**config.mk**
```make
export PLATFORM = sky130hd
export DESIGN_NAME = fifo_byte_packer
export DESIGN_NICKNAME = d
export VERILOG_FILES = /design/src/rtl/fifo_pack_pkg.sv /design/src/rtl/stream_out_slot.sv /design/src/rtl/fifo_byte_packer.sv
export SDC_FILE = /design/constraint.sdc
export NUM_CORES = 1
export LEC_CHECK = 0
export BUFFER_PORTS_ARGS = -buffer_cell sky130_fd_sc_hd__buf_2
export CAP_MARGIN = 20
export CORE_MARGIN = 1
export CORE_UTILIZATION = 58
export CTS_BUF_LIST = sky130_fd_sc_hd__clkbuf_8
export CTS_CLUSTER_SIZE = 25
export DETAILED_ROUTE_END_ITERATION = 7
export PLACE_DENSITY = 0.93
export SYNTH_ARGS = -nofsm -noshare
export SYNTH_HDL_FRONTEND = slang
export SYNTH_SLANG_ARGS = --single-unit
```
**constraint.sdc**
```tcl
create_clock -name clk -period 2.6 [get_ports clk]
set_clock_uncertainty 0.2 [all_clocks]
set_input_delay 0.65 -clock clk [delete_from_list [all_inputs] [get_ports clk]]
set_output_delay 0.65 -clock clk [all_outputs]
set_load 0.02 [all_outputs]
```
**src/rtl/fifo_pack_pkg.sv**
```systemverilog
// fifo_pack_pkg
//   Shared constants and the flush FSM state encoding for fifo_byte_packer
//   and its output slot.
package fifo_pack_pkg;

    localparam int DEF_WIDTH = 8;   // FIFO entry width
    localparam int DEF_PACK  = 4;   // entries per packed output word

    typedef enum logic [1:0] {
        FILL       = 2'd0,
        FLUSH_WAIT = 2'd1,
        FLUSH_EMIT = 2'd2
    } pack_state_e;

endpackage

```
**src/rtl/stream_out_slot.sv**
```systemverilog
// stream_out_slot
//   Single-entry valid/ready output register. The owner loads a word only
//   when slot_free is high; the word then sits stable until accepted.
// Ports
//   clk, rst      clock, synchronous active-high reset
//   load          load load_data/load_keep this edge (only while slot_free)
//   load_data     word to present, lane 0 = oldest entry
//   load_keep     lane valid mask for load_data
//   m_data/m_keep/m_valid/m_ready   output stream
//   slot_free     slot empty or draining this cycle
module stream_out_slot
    import fifo_pack_pkg::*;
#(
    parameter int WIDTH = DEF_WIDTH,
    parameter int PACK  = DEF_PACK
) (
    input  logic                        clk,
    input  logic                        rst,
    input  logic                        load,
    input  logic [PACK-1:0][WIDTH-1:0]  load_data,
    input  logic [PACK-1:0]             load_keep,
    output logic [WIDTH*PACK-1:0]       m_data,
    output logic [PACK-1:0]             m_keep,
    output logic                        m_valid,
    input  logic                        m_ready,
    output logic                        slot_free
);

    assign slot_free = !m_valid || m_ready;

    always_ff @(posedge clk) begin
        if (rst) begin
            m_valid <= 1'b0;
            m_data  <= '0;
            m_keep  <= '0;
        end else if (load) begin
            m_valid <= 1'b1;
            m_data  <= load_data;
            m_keep  <= load_keep;
        end else if (m_valid && m_ready) begin
            // data/keep keep their last value; only valid drops
            m_valid <= 1'b0;
        end
    end

endmodule

```
**src/rtl/fifo_byte_packer.sv**
```systemverilog
// fifo_byte_packer
//   Drains WIDTH-bit entries from a synchronous FIFO (one-cycle read
//   latency) and packs PACK of them into one WIDTH*PACK-bit stream word.
//   A flush request emits the partial word with a lane keep mask.
// Ports
//   clk, rst             clock, synchronous active-high reset
//   fifo_empty/fifo_dout FIFO status and read data (valid cycle after rd_en)
//   fifo_rd_en           FIFO read strobe
//   flush / flush_done   partial-word request / one-cycle completion pulse
//   m_data/m_keep/m_valid/m_ready   packed output stream
//   busy                 anything in flight or FSM not idle
module fifo_byte_packer
    import fifo_pack_pkg::*;
#(
    parameter int WIDTH = DEF_WIDTH,
    parameter int PACK  = DEF_PACK
) (
    input  logic                  clk,
    input  logic                  rst,
    input  logic                  fifo_empty,
    input  logic [WIDTH-1:0]      fifo_dout,
    output logic                  fifo_rd_en,
    input  logic                  flush,
    output logic                  flush_done,
    output logic [WIDTH*PACK-1:0] m_data,
    output logic [PACK-1:0]       m_keep,
    output logic                  m_valid,
    input  logic                  m_ready,
    output logic                  busy
);

    localparam int CW = $clog2(PACK + 1);

    typedef logic [PACK-1:0][WIDTH-1:0] word_t;

    pack_state_e   state_q, state_d;
    logic [CW-1:0] cnt_q;
    logic          rd_pend_q;
    word_t         asm_q;
    logic          flush_done_q, flush_done_d;

    logic          slot_free;
    logic          cnt_is_last, cnt_is_full, cnt_is_zero;
    logic [CW:0]   inflight;
    logic          load_full, load_part, load;
    word_t         full_word, part_word, load_word;
    logic [PACK-1:0] part_keep, load_keep;

    assign cnt_is_last = (cnt_q == CW'(PACK - 1));
    assign cnt_is_full = (cnt_q == CW'(PACK));
    assign cnt_is_zero = (cnt_q == '0);

    // Entries captured plus the one in flight must not exceed a word, so a
    // blocked output slot naturally stalls FIFO reads.
    assign inflight   = {1'b0, cnt_q} + {{CW{1'b0}}, rd_pend_q};
    assign fifo_rd_en = !fifo_empty && (state_q == FILL) &&
                        (inflight < (CW+1)'(PACK));

    // Full word: either completed by this cycle's capture, or already held
    // (cnt==PACK) waiting for the slot. Partial word only from FLUSH_EMIT,
    // where rd_pend is 0 and cnt is 1..PACK-1, so the two never collide.
    assign load_full = slot_free && ((rd_pend_q && cnt_is_last) || cnt_is_full);
    assign load_part = slot_free && (state_q == FLUSH_EMIT);
    assign load      = load_full || load_part;
    assign load_word = load_full ? full_word : part_word;
    assign load_keep = load_full ? {PACK{1'b1}} : part_keep;

    for (genvar i = 0; i < PACK; i++) begin : g_lane
        if (i == PACK - 1) begin : g_top
            // top lane bypasses the assembly register when completing now
            assign full_word[i] = rd_pend_q ? fifo_dout : asm_q[i];
        end else begin : g_low
            assign full_word[i] = asm_q[i];
        end
        assign part_keep[i] = (cnt_q > CW'(i));
        assign part_word[i] = part_keep[i] ? asm_q[i] : '0;
    end

    // assembly register: captured entry lands in lane cnt
    always_ff @(posedge clk) begin
        if (rst) begin
            asm_q <= '0;
        end else if (rd_pend_q) begin
            for (int i = 0; i < PACK; i++) begin
                if (cnt_q == CW'(i)) asm_q[i] <= fifo_dout;
            end
        end
    end

    always_ff @(posedge clk) begin
        if (rst) begin
            cnt_q     <= '0;
            rd_pend_q <= 1'b0;
        end else begin
            rd_pend_q <= fifo_rd_en;
            if (load)           cnt_q <= '0;
            else if (rd_pend_q) cnt_q <= cnt_q + 1'b1;
        end
    end

    // flush FSM: state register
    always_ff @(posedge clk) begin
        if (rst) begin
            state_q      <= FILL;
            flush_done_q <= 1'b0;
        end else begin
            state_q      <= state_d;
            flush_done_q <= flush_done_d;
        end
    end

    // flush FSM: next state
    always_comb begin
        state_d      = state_q;
        flush_done_d = 1'b0;
        case (state_q)
            FILL: begin
                if (flush) state_d = FLUSH_WAIT;
            end
            FLUSH_WAIT: begin
                // let the in-flight read land and any held full word drain
                if (!rd_pend_q && !cnt_is_full) begin
                    if (cnt_is_zero) begin
                        flush_done_d = 1'b1;
                        state_d      = FILL;
                    end else begin
                        state_d = FLUSH_EMIT;
                    end
                end
            end
            FLUSH_EMIT: begin
                if (slot_free) begin
                    flush_done_d = 1'b1;
                    state_d      = FILL;
                end
            end
            default: state_d = FILL;
        endcase
    end

    stream_out_slot #(
        .WIDTH (WIDTH),
        .PACK  (PACK)
    ) u_slot (
        .clk       (clk),
        .rst       (rst),
        .load      (load),
        .load_data (load_word),
        .load_keep (load_keep),
        .m_data    (m_data),
        .m_keep    (m_keep),
        .m_valid   (m_valid),
        .m_ready   (m_ready),
        .slot_free (slot_free)
    );

    assign flush_done = flush_done_q;
    assign busy       = !cnt_is_zero || rd_pend_q || m_valid || (state_q != FILL);

endmodule

```
==> flow_summary.ini, run 1 <==
[setup_path]
cp_max_fo = 12
critPathMaxStageDelay_ns = 0.36
worstSetupEndpointType = output pin
worstPathRequired_ns = 1.75
startpoint_type = register
path_class = register to output pin
r2r_setup_slack_ns = 0.17
critical_path.cell_chain = inv_1 -> ha_2 -> buf_6 -> nand2b_4 -> nor2_2 -> nand3b_1 -> buf_2
slowest_stage = dfxtp_2
cp.arrival_ns = 1.62
reg2reg_depth = 6
worstReg2RegEnd = u_slot.m_data[9]
reg2reg_from = cnt_q[0]

[power_and_ir_drop]
cellPowerDensity_mw_per_mm2 = 734.3
p_leak_uw = 0.001429
power.ir.vdd_worst_v = 0.0004378

[grt]
first_global_vias = 2440
grt-busiest-layer = met2
antenna_found_initial = 0
overflow = 0
use_met2_pct = 44.64
grt_pass1_wl_mm = 11.65
met1_usage_pct = 35.32
grt_usage_pct = 28.21
use_met3_pct = 7.764
grt_max_degree = 33

[route]
antenna_left = 0
route.detailed.drc = 0
vias = 2691
avgRoutedWirePerCell_um = 16.96
routed_via_density = 6.047
drt_wl_total_mm = 7.547
first_pass_iters = 5
drt_iter0_markers = 223

[clocking]
ctsHoldBuffers = 0
clkSinkCount = 76
cts_tree = built
cts_buffers = 9
htreeDepth = 3
post_cts_buffers = 0
clock_latency_ns = 0.36
clock_path_buffers = 2
clk_pin_slew_ns = 0.08
clock-root-buffer = clkbuf_8

[place]
hpwl_mm = 4.756
dp_slack_ns = 0.1530
dpl_cell_area_mm2 = 0.003400
placed_cells = 429
io_buffers = 52
globalplace.congestion = 0.7884

[sta]
worstMarginPinSlew_ns = 0.9219
rsz0062_at_grt = no
slew_headroom_pct = 38.34
finalCritPeriodShare_pct = 95.09
setup_viol = 0
drv_slew = 0
hold_viol = 0
finalWorstSetupSlack_ns = 0.1278
max_freq_ghz = 0.4045
post-route-min-period_ns = 2.472
finalSetupTns_ns = 0

[min_path]
min_path_type = register to register
hp-start = asm_q[4]
min_to = asm_q[4]
whs_path_depth = 2

[synth]
synth_edf_count = 0
yosysUniqueCellTypes = 37
yosysMostFrequentCell = dfxtp_1
syn_area_per_cell_um2 = 9.738
synth_nets = 340
synth_cells = 318
yosysTopAreaCell = dfxtp_1
synth.area.top_cells = dfxtp_1 49%, a22o_1 7.1%, a21oi_1 5.5%
synth_ff_type = dfxtp_1
yosysSeqAreaShare_pct = 49.13
yosysWarnings = 0
synthArstFlopShare_pct = 0
synth_top_area_share_pct = 49.13
syn_area_mm2 = 0.003097
netlist_top_cells_count = 76 x dfxtp_1, 42 x nand2_1, 34 x a21oi_1
synth_seq_cells = 76

[floorplan]
die_area_mm2 = 0.005636
start_util_pct = 60.25
row_count = 26
design.core.area_mm2 = 0.005140
fp.dieH_um = 75.07
dieWidth_um = 75.07
io_pins = 53

[layout]
layout-drive-gt1-share_pct = 27.47
multi_input_area_mm2 = 0.001441
final_area_mm2 = 0.003642
num-fill-cells = 375
fin_nets = 392
regArea_mm2 = 0.001524
area_delta_synth_final_pct = 17.62
fin_util_pct = 70.86
fin_cells = 445
num_antenna_cells = 0

[job]
maxCapViolations = 0

[status]
status = finished clean
## worst max-delay path: cells and delay by family (launching register included)
kind | cells | cell delay (ns)
buf+inv | 3 | 0.44
fa+ha+maj | 1 | 0.21
simple gates | 3 | 0.26
flops | 1 | 0.36
## timing repair
action,CTS,global route
endpoints found under the setup margin,1,1
pin swaps,0,0
resized for setup,2,4
## flip-flops by register name, summed over array words and instances (netlist names)
| register | flops |
|---|---|
| asm_q | 32 |
| cnt_q | 3 |
| flush_done | 1 |
| rd_pend_q | 1 |
| state_q | 2 |
| u_slot.m_data | 32 |
| u_slot.m_keep | 4 |
| u_slot.m_valid | 1 |
## how the worst max path moves through the flow
stage,from,end,slack [ns],cells past startpoint
2_1_floorplan,fifo_empty,fifo_rd_en,0.58,3
3_5_place_dp,cnt_q[0],u_slot.m_data[8],0.15,6
6_report,cnt_q[0],busy,0.13,7
4_1_cts,cnt_q[0],busy,0.001,7
3_3_place_gp,m_ready,u_slot.m_data[8],0.24,5
5_1_grt,cnt_q[0],u_slot.m_data[2],0.02,6
## layer usage
layer	share of wire, %	vias up
li1	-	1254
met1	42	1281
met2	48	132
met3	6.7	24
met4	3.2	0
met5	0	-
## per-stage QoR
| stage | hold WS, ns | total power [uW] |
|---|---|---|
| finish | 0.2662 | 2674 |
| floorplan | 0.2360 | 1577 |
| global route | 0.2722 | 2764 |
| detailed placement | 0.2489 | 1681 |
| CTS | 0.2594 | 2663 |
| global placement | 0.2418 | 1669 |
## report_power, final
| part | internal [uW] | switching [uW] | leakage (uW) |
|---|---|---|---|
| logic | 160 | 274 | 0.000700 |
| clock network | 546 | 451 | 0.000114 |
| registers | 1210 | 32.0 | 0.000616 |
## area by class of cell
class | instances | area share, %
Sequential cell | 76 | 41.84
Multi-Input combinational cell | 215 | 39.57
Timing Repair Buffer | 63 | 9.516
Clock buffer | 9 | 3.401
Clock inverter | 7 | 2.748
Tap cell | 70 | 2.405
Inverter | 5 | 0.5153
## kinds of logic after synthesis
family,share of synthesized area (%)
and+or+nand+nor,16.93
AOI/OAI and AO/OA,21.62
DFF,49.13
buffers and inverters,4.808
muxes,3.596
adders and majority gates,3.636
xor gates and xnor gates,0.2829
## cells in the final DEF (no fill, tap or decap), drive strengths merged
cell and instances:
dfxtp 76, buf 63, nand2 42, a21oi 36, nand3 33, a22o 25, a211oi 11, mux2i 10
nor2 10, clkbuf 9, ha 9, a221oi 8, inv 6, nor3 5, a31oi 4, nor2b 4
clkinv 4, nand2b 3, o21ai 2, bufinv 2, or3 2, nand3b 1, a22oi 1, and2b 1
and2 1, a21o 1, a221o 1, mux2 1, nor3b 1, nor4b 1, xnor2 1, nor4 1
Power figures use the tool's default switching activity.
==> run 2: changes to the inputs <==
- ABC_CLOCK_PERIOD_IN_PS: not set -> 2800
- clock period: 2.6 -> 2.8 ns (I/O delays scaled with it)
==> run 2 against run 1 <==
Flip-flop and latch count did not move; setup slack improved by 0.059 ns; combinational power fell by 11%; critical path depth fell by 1; routed wire length fell by 2.1%; critical endpoint unchanged; first-iteration DRC count rose by 38%; count of clock-buffer cells in the layout rose by 1; hold slack got worse by 0.0085 ns; final area fell by 1.6%; register-to-register slack improved by 0.29 ns; final cell count fell by 0.45%; sequential power fell by 6%.
==> flow_summary.ini, run 2 (same netlist as run 1, synthesis figures left out) <==
[status]
status = finished clean

[sta]
post-route-min-period_ns = 2.614
rsz0062_at_grt = no
slew_headroom_pct = 57.34
hold_viol = 0
finalSetupTns_ns = 0
finalCritPeriodShare_pct = 93.34
worstMarginPinSlew_ns = 0.6370
holdWs_ns = 0.2578
drv_slew = 0
setup_viol = 0
max_freq_ghz = 0.3826

[route]
vias = 2643
routed_via_density = 5.966
route.detailed.drc = 0
drt_wl_total_mm = 7.391
avgRoutedWirePerCell_um = 16.68
antenna_left = 0
first_pass_iters = 5
drt_iter0_markers = 307

[clocking]
htreeDepth = 3
clk_pin_slew_ns = 0.08
clock_path_buffers = 2
clock_latency_ns = 0.35
cts_tree = built
clock-root-buffer = clkbuf_8
cts_buffers = 9
clkSinkCount = 76
post_cts_buffers = 0
cts_resized = 0
ctsHoldBuffers = 0

[floorplan]
design.core.area_mm2 = 0.005140
start_util_pct = 60.25
die_area_mm2 = 0.005636
fp.dieH_um = 75.07
dieWidth_um = 75.07
io_pins = 53
row_count = 26

[layout]
layout.cells.most_common = dfxtp_1
layout-drive-gt1-share_pct = 26.01
final_cell_mix = 76 x dfxtp_1, 52 x buf_2, 42 x nand2_1, 34 x a21oi_1, 33 x nand3_1
fin_nets = 390
top_regs = asm_q (32), u_slot.m_data (32), u_slot.m_keep (4)
fin_cells = 443
num_antenna_cells = 0
area_delta_synth_final_pct = 15.68

[power_and_ir_drop]
p_leak_uw = 0.001395
power.ir.vdd_worst_v = 0.0004402
combPwrFrac_pct = 16.5
p_clk_share_pct = 33.4
seqPwrFrac_pct = 50.0
intPower_uw = 1621
power_switching_uw = 710.4
cellPowerDensity_mw_per_mm2 = 650.7
swShare_pct = 30.48

[place]
globalplace.congestion = 0.8108
placed_cells = 427
hpwl_mm = 4.882
io_buffers = 52

[setup_path]
cp.arrival_ns = 1.71
startpoint = cnt_q[0]
startpoint_type = register
reg2reg_from = cnt_q[0]
cp_max_fo = 13
worstSetupEndpointType = output pin
path_class = register to output pin
worstPathRequired_ns = 1.90

[grt]
antenna_found_initial = 0
overflow = 0
first_global_vias = 2420
grt_max_degree = 25
grt_pass1_wl_mm = 11.85
grt_usage_pct = 28.62

[job]
maxCapViolations = 0

[min_path]
min_path_type = register to register
hp-start = asm_q[13]
==> run 2: changes by cell type in the layout (fill, tap and decap cells not counted), sizes merged <==
cell and delta:
buf -2, bufinv -2, clkbuf +1, clkinvlp +1
==> run 2: path summary, 6_finish.rpt <==
kind	to	slack [ns]	depth (start not counted)
setup / recovery	busy	0.19	6
hold / removal	asm_q[13]	0.26	2
setup reg to reg	u_slot.m_data[24]	0.46	7
hold reg to reg	asm_q[13]	0.26	2
==> run 2: layer usage <==
layer	track usage, %	part of all wire, %
met5	0	0
met4	16.98	4.1
met3	7.095	6.8
met2	44.74	48
met1	35.85	41
==> run 2: through the flow <==
step | util [%] | setup WS, ns | cell area (um^2) | total power [uW]
2_1_floorplan | - | 0.6797 | 3097 | 1464
3_3_place_gp | 65.85 | 0.4731 | 3385 | 1546
3_5_place_dp | 65.85 | 0.3791 | 3385 | 1563
4_1_cts | 69.45 | 0.001545 | 3570 | 2324
5_1_grt | 69.69 | 0.05553 | 3582 | 2423
6_report | 69.69 | 0.1864 | 3582 | 2331
==> run 2: power by group through the flow <==
stage,registers [uW],logic (uW),clock network (uW)
3_5_place_dp,1190,373,0
4_1_cts,1170,374,785
3_3_place_gp,1190,358,0
2_1_floorplan,1200,261,0
5_1_grt,1170,421,831
6_report,1170,386,779
==> run 2: area by class of cell <==
class	instances	area, um^2
Clock buffer	10	137.6
Multi-Input combinational cell	215	1441
Clock inverter	6	47.55
Fill cell	379	1558
Inverter	5	18.77
Timing Repair Buffer	61	327.8
Tap cell	70	87.58
Sequential cell	76	1521
==> run 2: worst max-delay path, cell delays in order, from the launching register on <==
cell and delay, ns:
dfxtp_1 0.48, inv_1 0.17, ha_4 0.24, nand2b_1 0.12
nor2_1 0.07, nand3b_1 0.12, buf_2 0.16
==> run 3: changes to the inputs <==
- SYNTH_HIERARCHICAL: not set -> 1
==> run 3 against run 2 <==
Routed wire length is 4.9% lower; via count is 6.6% lower; non-clock buffer count down 2; final cell count increased by 2.7%; register-to-register slack got worse by 0.20 ns; flip-flop and latch count unchanged; core utilization is 1.4 points lower; global-route usage fell by 4.0 points; largest cell class is now multi-input combinational cells; final area increased by 4.4%; synthesized cell count up 3.1%.
==> flow_summary.ini, run 3 <==
[status]
status = finished clean

[synth]
synth_nets = 350
synth_mux_area_share_pct = 21.66
yosysWarnings = 6
synth_seq_cells = 76
netlist_top_cells_count = 76 x dfxtp_1, 75 x nor2_1, 71 x mux2i_1
synth_xor_area_share_pct = 0.2670
yosysMostFrequentCell = dfxtp_1
synthArstFlopShare_pct = 0
synth_edf_count = 0
synth-adder-area-share_pct = 3.432
yosysTopAreaCell = dfxtp_1
synth_top_area_share_pct = 46.38
synth-compound-area-share_pct = 5.568
syn_area_mm2 = 0.003281
synth_ff_type = dfxtp_1
synth.area.top_cells = dfxtp_1 46%, mux2i_1 22%, nor2_1 8.6%
synthSimpleGateAreaFrac_pct = 17.05
synth_cells = 328
syn_area_per_cell_um2 = 10.00
yosysSeqAreaShare_pct = 46.38
yosysUniqueCellTypes = 35
synth_top_family_by_area = multiplexers

[route]
antenna_left = 0
vias = 2468
drt_wl_total_mm = 7.026
first_pass_iters = 4
drt_iter0_markers = 99
avgRoutedWirePerCell_um = 15.44
route.detailed.drc = 0
routed_via_density = 5.424

[grt]
grt_pass1_wl_mm = 11.25
first_global_vias = 2415
antenna_found_initial = 0
grt_usage_pct = 24.65
grt_max_degree = 42
overflow = 0

[sta]
finalSetupTns_ns = 0
hold_viol = 0
finalCritPeriodShare_pct = 94.03
worstMarginPinSlew_ns = 0.7036
drv_slew = 0
rsz0062_at_grt = no
holdWs_ns = 0.2902
post-route-min-period_ns = 2.633
setup_viol = 0
max_freq_ghz = 0.3798
slew_headroom_pct = 52.78

[clocking]
cts_tree = built
clock-root-buffer = clkbuf_8
htreeDepth = 3
clock_latency_ns = 0.36
clock_path_buffers = 2
clk_pin_slew_ns = 0.08
clkSinkCount = 76
ctsHoldBuffers = 0
cts_buffers = 9

[setup_path]
worstReg2RegEnd = u_slot/m_data[12]
path_class = register to output pin
cp.arrival_ns = 1.73
cp_num_buf_inv = 2
cp_max_fo = 9
startpoint_type = register
worstSetupEndpointType = output pin
crit_family = simple AND/OR/NAND/NOR gates
r2r_setup_slack_ns = 0.26
reg2reg_from = cnt_q[0]
critPathCapture = busy
worstPathRequired_ns = 1.90
critPathMaxStageDelay_ns = 0.37
slowest_stage = dfxtp_1
startpoint = cnt_q[1]
worst-path-stages = 5
reg2reg_depth = 7
critical_path.cell_chain = inv_1 -> ha_2 -> nor3b_1 -> nand3b_1 -> buf_2

[power_and_ir_drop]
power_switching_uw = 694.7
seqPwrFrac_pct = 48.8
swShare_pct = 29.86
p_clk_share_pct = 33.2
combPwrFrac_pct = 18.0
power.ir.vdd_worst_v = 0.0003478
cellPowerDensity_mw_per_mm2 = 622.0
p_leak_uw = 0.001793
intPower_uw = 1631

[place]
hpwl_mm = 4.638
io_buffers = 52
globalplace.congestion = 0.8803

[floorplan]
row_count = 27
design.core.area_mm2 = 0.005473
start_util_pct = 59.95
fp.dieH_um = 77.21
die_area_mm2 = 0.005961
io_pins = 53
dieWidth_um = 77.21

[layout]
top_regs = asm_q (32), u_slot/m_data (32), u_slot/m_keep (4)
layout.cells.most_common = dfxtp_1
multi_input_area_mm2 = 0.001584
num_antenna_cells = 0
num-fill-cells = 423
final_cell_mix = 76 x dfxtp_1, 74 x nor2_1, 71 x mux2i_1, 52 x buf_2, 24 x and2_1
area_delta_synth_final_pct = 14.00
regArea_mm2 = 0.001521
fin_nets = 400
layout-drive-gt1-share_pct = 20.89

[min_path]
min_path_type = register to register

[job]
maxCapViolations = 0
-- run 3: cell types whose count changed in the layout (fill, tap and decap cells not counted), moves of 4 or more --
cell      delta
nor2_1      +64
mux2i_1     +61
nand2_1     -40
a21oi_1     -32
nand3_1     -29
and2_1      +23
a22o_1      -17
a211oi_2     -9
a221oi_1     -7
inv_1        +4
nand3b_1     +4
-- run 3: kinds of logic (layout without fill, tap and decap cells) --
logic type / count (synthesis) / in the layout
multiplexers: 71 / 71
buffers and inverters: 29 / 84
flip-flops: 76 / 76
adder cells (fa/ha/maj): 9 / 9
AND/OR/NAND/NOR: 119 / 119
XOR/XNOR: 1 / 1
AO/OA/AOI/OAI: 23 / 23
-- run 3: worst min-delay path by stage --
stage	from	cells past startpoint	end
final	asm_q[6]	2	asm_q[6]
after global routing	state_q[1]	2	state_q[1]
after CTS	u_slot/m_keep[3]	2	u_slot/m_keep[3]
after detailed placement	u_slot/m_keep[3]	2	u_slot/m_keep[3]
after global placement	u_slot/m_data[0]	2	u_slot/m_data[0]
after floorplan	asm_q[0]	2	asm_q[0]
-- run 3: worst reg2reg max path, stage by stage (launching register included) --
cell and delay, ns:
dfxtp_1 0.45, ha_1 0.22, ha_1 0.27, a221oi_1 0.17
nor2_4 0.56, buf_12 0.27, mux2i_1 0.23, nor2_1 0.07
-- run 3: per-layer routing --
metal	track usage [%]	up-vias	share of wire [%]
met5	0	-	0
met1	29.75	1181	44
met2	39.65	68	48
li1	-	1201	-
met3	6.667	18	4.8
met4	13.40	0	2.5
-- run 3: through the flow --
stage	total power [uW]	instances	utilization, %	setup slack (ns)	instance area, um^2
detailed placement	1572	439	64.91	0.3047	3552
floorplan	1494	328	-	0.7371	3281
CTS	2333	455	68.29	0.09603	3737
global placement	1559	439	64.91	0.4021	3552
global route	2423	455	68.34	0.03380	3740
finish	2326	455	68.34	0.1672	3740
-- run 3: power by group through the flow --
| stage | combinational, uW | sequential, uW | clock (uW) |
|---|---|---|---|
| 2_1_floorplan | 330 | 1160 | 0 |
| 3_3_place_gp | 401 | 1160 | 0 |
| 3_5_place_dp | 411 | 1160 | 0 |
| 4_1_cts | 414 | 1140 | 783 |
| 5_1_grt | 451 | 1140 | 832 |
| 6_report | 418 | 1140 | 772 |
-- run 3: area by class of cell --
class	instances	share of cell area (%)
Clock buffer	10	3.680
Clock inverter	6	1.271
Inverter	9	0.9033
Multi-Input combinational cell	223	42.36
Sequential cell	76	40.68
Tap cell	72	2.409
Timing Repair Buffer	59	8.699
-- run 3: repair_timing --
item	4_1_cts	5_1_grt
endpoints found under the setup margin	0	1
buffers inserted	0	0
gates resized for setup	0	1
hold endpoints to repair	0	0
